**src/rtl/calc_pkg.sv**
```systemverilog
// Shared calculator types and constants: UART TX FSM states, ASCII codes, result widths.
package calc_pkg;

   localparam int unsigned RES_W       = 9;
   localparam int unsigned BCD_W       = 4;
   localparam int unsigned BYTE_W      = 8;
   localparam int unsigned IDX_W       = 3;
   localparam int unsigned FRAME_SLOTS = 8;

   typedef enum logic [1:0] {TX_IDLE, TX_CONVERT, TX_SEND, TX_GAP} tx_state_e;

   typedef struct packed {
      logic sign;
      logic o_flag;
   } res_flags_t;

   localparam logic [BYTE_W-1:0] ASC_PLUS  = 8'h2B;
   localparam logic [BYTE_W-1:0] ASC_MINUS = 8'h2D;
   localparam logic [BYTE_W-1:0] ASC_ZERO  = 8'h30;
   localparam logic [BYTE_W-1:0] ASC_E     = 8'h45;
   localparam logic [BYTE_W-1:0] ASC_CR    = 8'h0D;
   localparam logic [BYTE_W-1:0] ASC_LF    = 8'h0A;

   function automatic logic [BYTE_W-1:0] asc_digit(input logic [BCD_W-1:0] d);
      return ASC_ZERO + BYTE_W'(d);
   endfunction

endpackage

```
**src/rtl/bin2bcd_seq.sv**
```systemverilog
// Sequential 9-bit binary to 3-digit BCD (shift-add-3); the first shift happens on start,
// so digits are valid 9 cycles after start, flagged by a one-cycle done pulse.
module bin2bcd_seq
   import calc_pkg::*;
(
   input  logic               hwclk,
   input  logic               reset,
   input  logic               start,
   input  logic [RES_W-1:0]   bin,
   output logic [BCD_W-1:0]   hundreds,
   output logic [BCD_W-1:0]   tens,
   output logic [BCD_W-1:0]   units,
   output logic               done
);

   localparam int unsigned SR_W  = 3 * BCD_W + RES_W;
   localparam int unsigned CNT_W = 4;

   logic [SR_W-1:0]  sr_q, sr_d, adj_c;
   logic [CNT_W-1:0] cnt_q, cnt_d;
   logic             done_q, done_d;

   always_comb begin
      sr_d   = sr_q;
      cnt_d  = cnt_q;
      done_d = 1'b0;
      adj_c  = sr_q;
      for (int i = 0; i < 3; i++) begin
         if (adj_c[RES_W + BCD_W*i +: BCD_W] >= 4'd5)
            adj_c[RES_W + BCD_W*i +: BCD_W] = adj_c[RES_W + BCD_W*i +: BCD_W] + 4'd3;
      end
      if (start) begin
         sr_d  = SR_W'({bin, 1'b0});
         cnt_d = CNT_W'(RES_W - 1);
      end else if (cnt_q != '0) begin
         sr_d   = {adj_c[SR_W-2:0], 1'b0};
         cnt_d  = cnt_q - CNT_W'(1);
         done_d = (cnt_q == CNT_W'(1));
      end
   end

   always_ff @(posedge hwclk) begin
      if (reset) begin
         sr_q   <= '0;
         cnt_q  <= '0;
         done_q <= 1'b0;
      end else begin
         sr_q   <= sr_d;
         cnt_q  <= cnt_d;
         done_q <= done_d;
      end
   end

   assign hundreds = sr_q[SR_W-1         -: BCD_W];
   assign tens     = sr_q[SR_W-1-BCD_W   -: BCD_W];
   assign units    = sr_q[SR_W-1-2*BCD_W -: BCD_W];
   assign done     = done_q;

endmodule

```
**src/rtl/result_uart_tx.sv**
```systemverilog
// Streams each ALU result as an ASCII line ("-042\r\n") to the byte-wide UART,
// one txclk strobe per byte with a one-cycle gap between bytes.
module result_uart_tx
   import calc_pkg::*;
#(
   parameter bit LEAD_ZEROS = 1'b1,
   parameter bit EOL_CRLF   = 1'b1
)
(
   input  logic              hwclk,
   input  logic              reset,
   input  logic              result_ready,
   input  logic [RES_W-1:0]  result,
   input  logic              sign,
   input  logic              o_flag,
   input  logic              txready,
   output logic [BYTE_W-1:0] txdata,
   output logic              txclk,
   output logic              busy,
   output logic              overrun
);

   tx_state_e          state_q, state_d;
   res_flags_t         flags_q, flags_d;
   logic [IDX_W-1:0]   idx_q, idx_d;
   logic [BYTE_W-1:0]  txdata_q, txdata_d;
   logic               txclk_q, txclk_d;
   logic               busy_q, busy_d;
   logic               overrun_q, overrun_d;

   logic               conv_start_c, conv_done;
   logic [BCD_W-1:0]   hundreds, tens, units;
   logic [BYTE_W-1:0]  frame_c [FRAME_SLOTS];
   logic [IDX_W-1:0]   len_c;

   // The converter samples the raw result on the accepting strobe itself.
   assign conv_start_c = (state_q == TX_IDLE) && result_ready;

   bin2bcd_seq u_bcd (
      .hwclk    (hwclk),
      .reset    (reset),
      .start    (conv_start_c),
      .bin      (result),
      .hundreds (hundreds),
      .tens     (tens),
      .units    (units),
      .done     (conv_done)
   );

   // Frame builder: len_c doubles as the append pointer while the frame is assembled.
   always_comb begin
      for (int i = 0; i < int'(FRAME_SLOTS); i++) frame_c[i] = '0;
      len_c = '0;
      frame_c[len_c] = flags_q.sign ? ASC_MINUS : ASC_PLUS;
      len_c = len_c + IDX_W'(1);
      if (LEAD_ZEROS || (hundreds != '0)) begin
         frame_c[len_c] = asc_digit(hundreds);
         len_c = len_c + IDX_W'(1);
      end
      if (LEAD_ZEROS || (hundreds != '0) || (tens != '0)) begin
         frame_c[len_c] = asc_digit(tens);
         len_c = len_c + IDX_W'(1);
      end
      frame_c[len_c] = asc_digit(units);
      len_c = len_c + IDX_W'(1);
      if (flags_q.o_flag) begin
         frame_c[len_c] = ASC_E;
         len_c = len_c + IDX_W'(1);
      end
      if (EOL_CRLF) begin
         frame_c[len_c] = ASC_CR;
         len_c = len_c + IDX_W'(1);
      end
      frame_c[len_c] = ASC_LF;
      len_c = len_c + IDX_W'(1);
   end

   always_comb begin
      state_d   = state_q;
      flags_d   = flags_q;
      idx_d     = idx_q;
      txdata_d  = txdata_q;
      txclk_d   = 1'b0;
      overrun_d = overrun_q;
      case (state_q)
         TX_IDLE: begin
            if (result_ready) begin
               flags_d.sign   = sign;
               flags_d.o_flag = o_flag;
               idx_d          = '0;
               overrun_d      = 1'b0;
               state_d        = TX_CONVERT;
            end
         end
         TX_CONVERT: begin
            if (conv_done) state_d = TX_SEND;
         end
         TX_SEND: begin
            if (txready) begin
               txdata_d = frame_c[idx_q];
               txclk_d  = 1'b1;
               idx_d    = idx_q + IDX_W'(1);
               state_d  = TX_GAP;
            end
         end
         TX_GAP: begin
            state_d = (idx_q == len_c) ? TX_IDLE : TX_SEND;
         end
         default: state_d = TX_IDLE;
      endcase
      if (result_ready && (state_q != TX_IDLE)) overrun_d = 1'b1;
      busy_d = (state_d != TX_IDLE);
   end

   always_ff @(posedge hwclk) begin
      if (reset) begin
         state_q   <= TX_IDLE;
         flags_q   <= '0;
         idx_q     <= '0;
         txdata_q  <= '0;
         txclk_q   <= 1'b0;
         busy_q    <= 1'b0;
         overrun_q <= 1'b0;
      end else begin
         state_q   <= state_d;
         flags_q   <= flags_d;
         idx_q     <= idx_d;
         txdata_q  <= txdata_d;
         txclk_q   <= txclk_d;
         busy_q    <= busy_d;
         overrun_q <= overrun_d;
      end
   end

   assign txdata  = txdata_q;
   assign txclk   = txclk_q;
   assign busy    = busy_q;
   assign overrun = overrun_q;

endmodule

```
**config.mk**
```make
export PLATFORM = sky130hd
export DESIGN_NAME = result_uart_tx
export DESIGN_NICKNAME = d
export VERILOG_FILES = /design/src/rtl/calc_pkg.sv /design/src/rtl/bin2bcd_seq.sv /design/src/rtl/result_uart_tx.sv
export SDC_FILE = /design/constraint.sdc
export NUM_CORES = 1
export LEC_CHECK = 0
export ABC_AREA = 1
export BUFFER_PORTS_ARGS = -buffer_cell sky130_fd_sc_hd__buf_4
export CORE_MARGIN = 5
export CORE_UTILIZATION = 35
export DETAILED_ROUTE_END_ITERATION = 16
export PLACE_DENSITY = 0.54
export SYNTH_ARGS = -nofsm -noshare
export SYNTH_HDL_FRONTEND = slang
export SYNTH_SLANG_ARGS = --single-unit
```
**constraint.sdc**
```tcl
create_clock -name hwclk -period 1.51 [get_ports hwclk]
set_input_delay 0.2265 -clock hwclk [delete_from_list [all_inputs] [get_ports hwclk]]
set_output_delay 0.2265 -clock hwclk [all_outputs]
set_load 0.02 [all_outputs]
```
==> reports/results.tsv, run 1 <==
metric	value	unit
overflow	0	
path_delay_family	simple AND/OR/NAND/NOR gates	
finalHoldViolCount	0	
numCtsBuffers	5	
ios	26	
antennaDiodeCount	0	
min_path_type	primary input to flip-flop	
p_per_area	1410	mW/mm²
fin_cells	444	
post-route-period-util	0.913	
n_fill_cell	677	
start_util	0.365	
antenna_found_initial	0	
critPathCaptureType	flip-flop	
finalNetCount	395	
required	1.69	ns
placed_cells	434	
cts_buffer_depth	2	
drv_cap	0	
path_class	flip-flop to flip-flop	
dp_hpwl	3.77	mm
fmax	726	MHz
tns	0	ns
cp_max_fo	17	
via_per_inst	4.63	
synthCells	337	
synth_top_area_frac	0.359	
pre_cts_ws	0.0972	ns
wl_met1	2.59	mm
setup-violations-final	0	
seq_area	841	µm²
drt-pass1-iter-count	5	
ys_seq_elements	42	
period_needed	1.38	ns
ant_nets	0	
ys_async_sr_fraction	0	
routed.top_layer	met4	
synth-seq-area-share	0.359	
drc	0	
multi_input_area	0.00123	mm²
slowest_stage	dfxtp_1	
vias	2054	
rows	29	
leakagePower	1.28	nW
syn_nets	365	
path_buf_inv	0	
drive_gt1_frac	0.177	
reg2regPathDepth	5	
place_congestion	0.773	
yosysWarnings	0	
fin_hold_ws	0.205	ns
routedWlPerCell	11.3	µm
syn_to_final_growth	14.8	%
critical_path.most_common_cell	nand2_1	
maxSlewViolCount	0	
holdBufCountCts	0	
dr_wl_met2	2.18	mm
grt_pass1_wl	8.74	mm
synth_ff_type	dfxtp_1	
skew	0.00714	ns
gr-usage-all-layers	0.126	
cts.sinks	42	
port_buffers	24	
status	complete, no violations	
cts_tree	yes	
synth_area	0.00234	mm²
root_buffer	clkbuf_8	
peakVddDrop	0.000589	V
cp_data_arrival_time	1.56	ns
grt_max_degree	18	
syn_avg_cell_area	6.95	µm²
die_w	91.8	µm
crit_chain	nor2_2 > nand2_4 > nand2_1 > o21ai_0 > nand2_1	
insertion_delay	0.29	ns
initialDrtViolationCount	98	
critPathMaxStageDelay	0.47	ns
grt_pass1_vias	1856	
ys_top_cells_by_area	dfxtp_1 (36%), nand2_1 (13%), nand3_1 (7.5%), inv_1 (7.2%), ha_1 (6.9%)	
die_area	0.00843	mm²
setup_ws	0.132	ns
synth_edf_count	0	
core_area	0.00642	mm²
synth.distinct_cells	31	
finalPower	3.78	mW
synth_top_area_cell	dfxtp_1	
h-tree-depth	2	
drt-total-wl	5.01	mm
dieHeight	91.8	µm
rsz0062_at_grt	no	
cp.depth	5	
clkTransAtPathRegs	0.08	ns
hold_depth	2	
dr_wl_met3	157	µm
startpoint_type	flip-flop	
sequential cells by signal, summed over array words and instances (netlist names):
register	cells
idx_q	3
busy	1
state_q	2
txclk	1
u_bcd.sr_q	20
u_bcd.done	1
overrun	1
flags_q	2
u_bcd.cnt_q	4
txdata	7
layer usage:
layer / vias to the layer above / track usage
met5: - / 0
met4: 0 / 0.0433
met3: 8 / 0.0270
met2: 30 / 0.192
met1: 900 / 0.177
li1: 1116 / -
area by class of cell:
type | instances | area share
Clock inverter | 1 | 0.00279
Sequential cell | 42 | 0.312
Multi-Input combinational cell | 235 | 0.457
Inverter | 50 | 0.0725
Tap cell | 77 | 0.0358
Clock buffer | 6 | 0.0270
Timing Repair Buffer | 33 | 0.0921
cell families (layout without fill, tap and decap cells):
kind of cell    after synthesis  in the layout  share of synthesized area
compound gates               43             43                     0.0966
fa+ha+maj                    13             13                     0.0694
buf+inv                      60             90                      0.116
flops                        42             42                      0.359
other cells                   1              1                    0.00160
simple gates                178            178                      0.358
through the flow:
stage / utilization / cell area, µm²
2_1_floorplan: - / 2340
6_report: 0.419 / 2690
3_3_place_gp: 0.403 / 2590
5_1_grt: 0.419 / 2690
3_5_place_dp: 0.403 / 2590
4_1_cts: 0.416 / 2670
cells in the mapped netlist, types with 2 or more instances:
library cell and count:
a21oi_1 20, buf_2 3, buf_4 2, buf_6 2
dfxtp_1 42, ha_1 13, inv_1 45, inv_2 2
nand2_1 83, nand2_2 5, nand2_4 3, nand3_1 35
nor2_1 31, nor2_2 5, nor2_4 2, nor2_8 2
nor3_1 9, o21ai_0 17, o21ai_1 3, o21ai_2 2
worst reg2reg max path, stage by stage (launching register included):
cell and delay (ns):
dfxtp_1 0.47, nor2_2 0.10, nand2_4 0.19, nand2_1 0.15, o21ai_0 0.28, nand2_1 0.08
what timing repair did:
action | 4_1_cts | 5_1_grt
endpoints found under the setup margin | 0 | 11
buffers inserted | 0 | 3
gates resized for setup | 0 | 1
worst paths after layout:
| check | start | end | slack (ns) |
|---|---|---|---|
| worst max-delay path | state_q[1] | busy | 0.13 |
| worst min-delay path | reset | u_bcd.sr_q[2] | 0.20 |
| worst max register to register | state_q[1] | busy | 0.13 |
| worst min register to register | txdata[5] | txdata[5] | 0.46 |
report_power, final:
| part | internal (mW) | leakage [nW] | switching, mW |
|---|---|---|---|
| combinational | 0.630 | 0.901 | 0.995 |
| sequential | 1.32 | 0.343 | 0.148 |
| clock | 0.317 | 0.0373 | 0.373 |
layout by cell type, fill, tap and decap left out:
cell type,synthesis,final
nand3_1,35,35
inv_4,1,1
nand3_4,1,1
inv_1,45,44
clkbuf_8,0,5
clkinv_1,1,1
nand3b_1,1,1
nor2_8,2,2
nand4_1,1,1
o21ai_1,3,3
a21oi_2,1,1
o21ai_2,2,2
clkinvlp_4,0,1
nor3_1,9,9
nor2_2,5,5
nor2_1,31,31
clkbuf_1,1,1
inv_2,2,3
nor2_4,2,2
nand2_2,5,5
nand2_1,83,83
conb_1,1,1
ha_1,13,13
dfxtp_1,42,42
a21oi_1,20,20
clkinv_4,1,1
buf_4,2,33
o21ai_0,17,17
nand2_4,3,3
Power figures use the tool's default switching activity.
==> inputs of run 2 (changes only) <==
--- a/config.mk
+++ b/config.mk
@@ -10,7 +10,6 @@
 export CORE_MARGIN = 5
 export CORE_UTILIZATION = 35
 export DETAILED_ROUTE_END_ITERATION = 16
-export PLACE_DENSITY = 0.54
 export SYNTH_ARGS = -nofsm -noshare
 export SYNTH_HDL_FRONTEND = slang
 export SYNTH_SLANG_ARGS = --single-unit
==> constraint.sdc (replaced) <==
create_clock -name hwclk -period 1.7 [get_ports hwclk]
set_input_delay 0.255 -clock hwclk [delete_from_list [all_inputs] [get_ports hwclk]]
set_output_delay 0.255 -clock hwclk [all_outputs]
set_load 0.02 [all_outputs]
==> reports/results.tsv, run 2 (same netlist as run 1, synthesis figures left out) <==
metric	value	unit	change
p_seq_frac	0.398		+0.010
layout_commonest_cell	nand2_1		
fin_cells	438		-1.4%
peakVddDrop	0.000682	V	+16%
cts_setup_buffers	0		unchanged
tns	0	ns	unchanged
crit_path_end	txdata[3]		
die_area	0.00843	mm²	unchanged
die_w	91.8	µm	unchanged
routedWlPerCell	11.6	µm	+2.8%
core_area	0.00642	mm²	unchanged
gr-usage-all-layers	0.130		+0.00415
port_buffers	24		unchanged
holdBufCountCts	0		unchanged
required	1.92	ns	+0.23 ns
min_from	result[0]		
clock_power_share	0.202		+0.019
clkTransAtPathRegs	0.09	ns	about the same
cp-startpoint	idx_q[0]		
drt-total-wl	5.08	mm	+1.5%
start_util	0.365		unchanged
cts_buffer_depth	2		unchanged
p_comb_frac	0.400		-0.030
post_cts_resized	0		unchanged
antennaDiodeCount	0		unchanged
grt_max_degree	18		unchanged
insertion_delay	0.29	ns	about the same
skew	0.00993	ns	+0.00280 ns
syn_to_final_growth	13.1	%	
ant_nets	0		unchanged
grt_pass1_wl	9.13	mm	+4.5%
p_int	1.96	mW	-13%
leakagePower	1.26	nW	-1.9%
post-route-period-util	0.867		-0.0456
numCtsBuffers	5		unchanged
drv_cap	0		unchanged
drt-pass1-iter-count	4		-1
switching_share	0.408		+0.00663
reg2regPathDepth	6		+1
net-switching-power	1.35	mW	-11%
via_per_inst	4.66		+0.78%
antenna_found_initial	0		unchanged
fin_hold_ws	0.217	ns	+0.0124 ns
ios	26		unchanged
regMostFlops	u_bcd.sr_q		
period_needed	1.47	ns	+0.0960 ns
place_congestion	0.789		+2.0%
vias	2042		-0.58%
finalHoldViolCount	0		unchanged
initialDrtViolationCount	120		+22%
rr_endpoint	txdata[3]		
rows	29		unchanged
crit_chain	inv_1 > ha_1 > nand3b_1 > nand3_1 > nand2_1 > a21oi_1		
utilization	0.413		-0.00643
cp_data_arrival_time	1.69	ns	+0.13 ns
cp_max_fo	13		-4
p_per_area	1250	mW/mm²	-11%
startpoint_type	flip-flop		
cts.sinks	42		unchanged
overflow	0		unchanged
maxSlewViolCount	0		unchanged
slowest_stage	dfxtp_1		
root_buffer	clkbuf_8		
dp_hpwl	3.75	mm	-0.61%
dieHeight	91.8	µm	unchanged
h-tree-depth	2		unchanged
cts_tree	yes		
critPathCaptureType	flip-flop		
fmax	678	MHz	-6.5%
largest_reg_flops	20		unchanged
finalNetCount	388		-1.8%
critPathMaxStageDelay	0.55	ns	+0.08 ns
mostFrequentLayoutCells	nand2_1 (83), inv_1 (45), dfxtp_1 (42)		
drc	0		unchanged
grt_pass1_vias	2042		+10%
placed_cells	430		-0.92%
drive_gt1_frac	0.161		-0.0164
reg2reg_from	idx_q[0]		
rsz0062_at_grt	no		
path_class	flip-flop to flip-flop		
status	complete, no violations		
rrSetupSlack	0.23	ns	+0.09 ns
min_path_type	primary input to flip-flop		
setup-violations-final	0		unchanged
## run 2: changes by cell type in the layout (fill, tap and decap cells not counted), sizes merged
cell,before,now
clkbuf,6,7
buf,33,26
clkinv,2,3
clkinvlp,1,0
## run 2: worst min path at each step
stage	endpoint	depth (start not counted)
after floorplan	txclk	1
after global placement	u_bcd.cnt_q[1]	2
after detailed placement	u_bcd.cnt_q[1]	2
after CTS	u_bcd.sr_q[1]	3
after global routing	u_bcd.sr_q[1]	3
final	u_bcd.sr_q[1]	3
## run 2: worst max-delay path, delay by kind of cell (launching register included)
family,cells,cell delay (ns)
AO/OA/AOI/OAI,1,0.12
flip-flops,1,0.55
adder cells (fa/ha/maj),1,0.22
buffers and inverters,1,0.23
AND/OR/NAND/NOR,3,0.28
## run 2: per-layer routing
metal / track usage / up-vias / share of wire
met5: 0 / - / 0
met4: 0.0421 / 0 / 0.010
met3: 0.0270 / 2 / 0.016
met2: 0.214 / 12 / 0.46
met1: 0.172 / 928 / 0.51
li1: - / 1100 / -
## run 2: power by group through the flow
stage / Clock [mW] / Sequential, mW / Combinational [mW]
6_report: 0.669 / 1.32 / 1.33
5_1_grt: 0.734 / 1.35 / 1.55
4_1_cts: 0.700 / 1.32 / 1.34
3_5_place_dp: 0 / 1.34 / 1.33
3_3_place_gp: 0 / 1.34 / 1.31
2_1_floorplan: 0 / 1.30 / 1.15
## run 2: area by class of cell
cell class              count  area (µm²)
flip-flops and latches     42         841
repair buffers             26         195
clock buffers               7        86.3
clock inverters             1        5.00
fillers                   675        3770
well taps                  77        96.3
inverters                  50         195
multi-input cells         235        1230
## run 2: per-stage QoR
step                      setup slack (ns)  power, mW  area, µm²
final                                0.226       3.31       2650
after global placement               0.313       2.65       2560
after global routing                0.0820       3.64       2650
after CTS                            0.230       3.36       2650
after floorplan                      0.446       2.45       2340
after detailed placement             0.243       2.67       2560
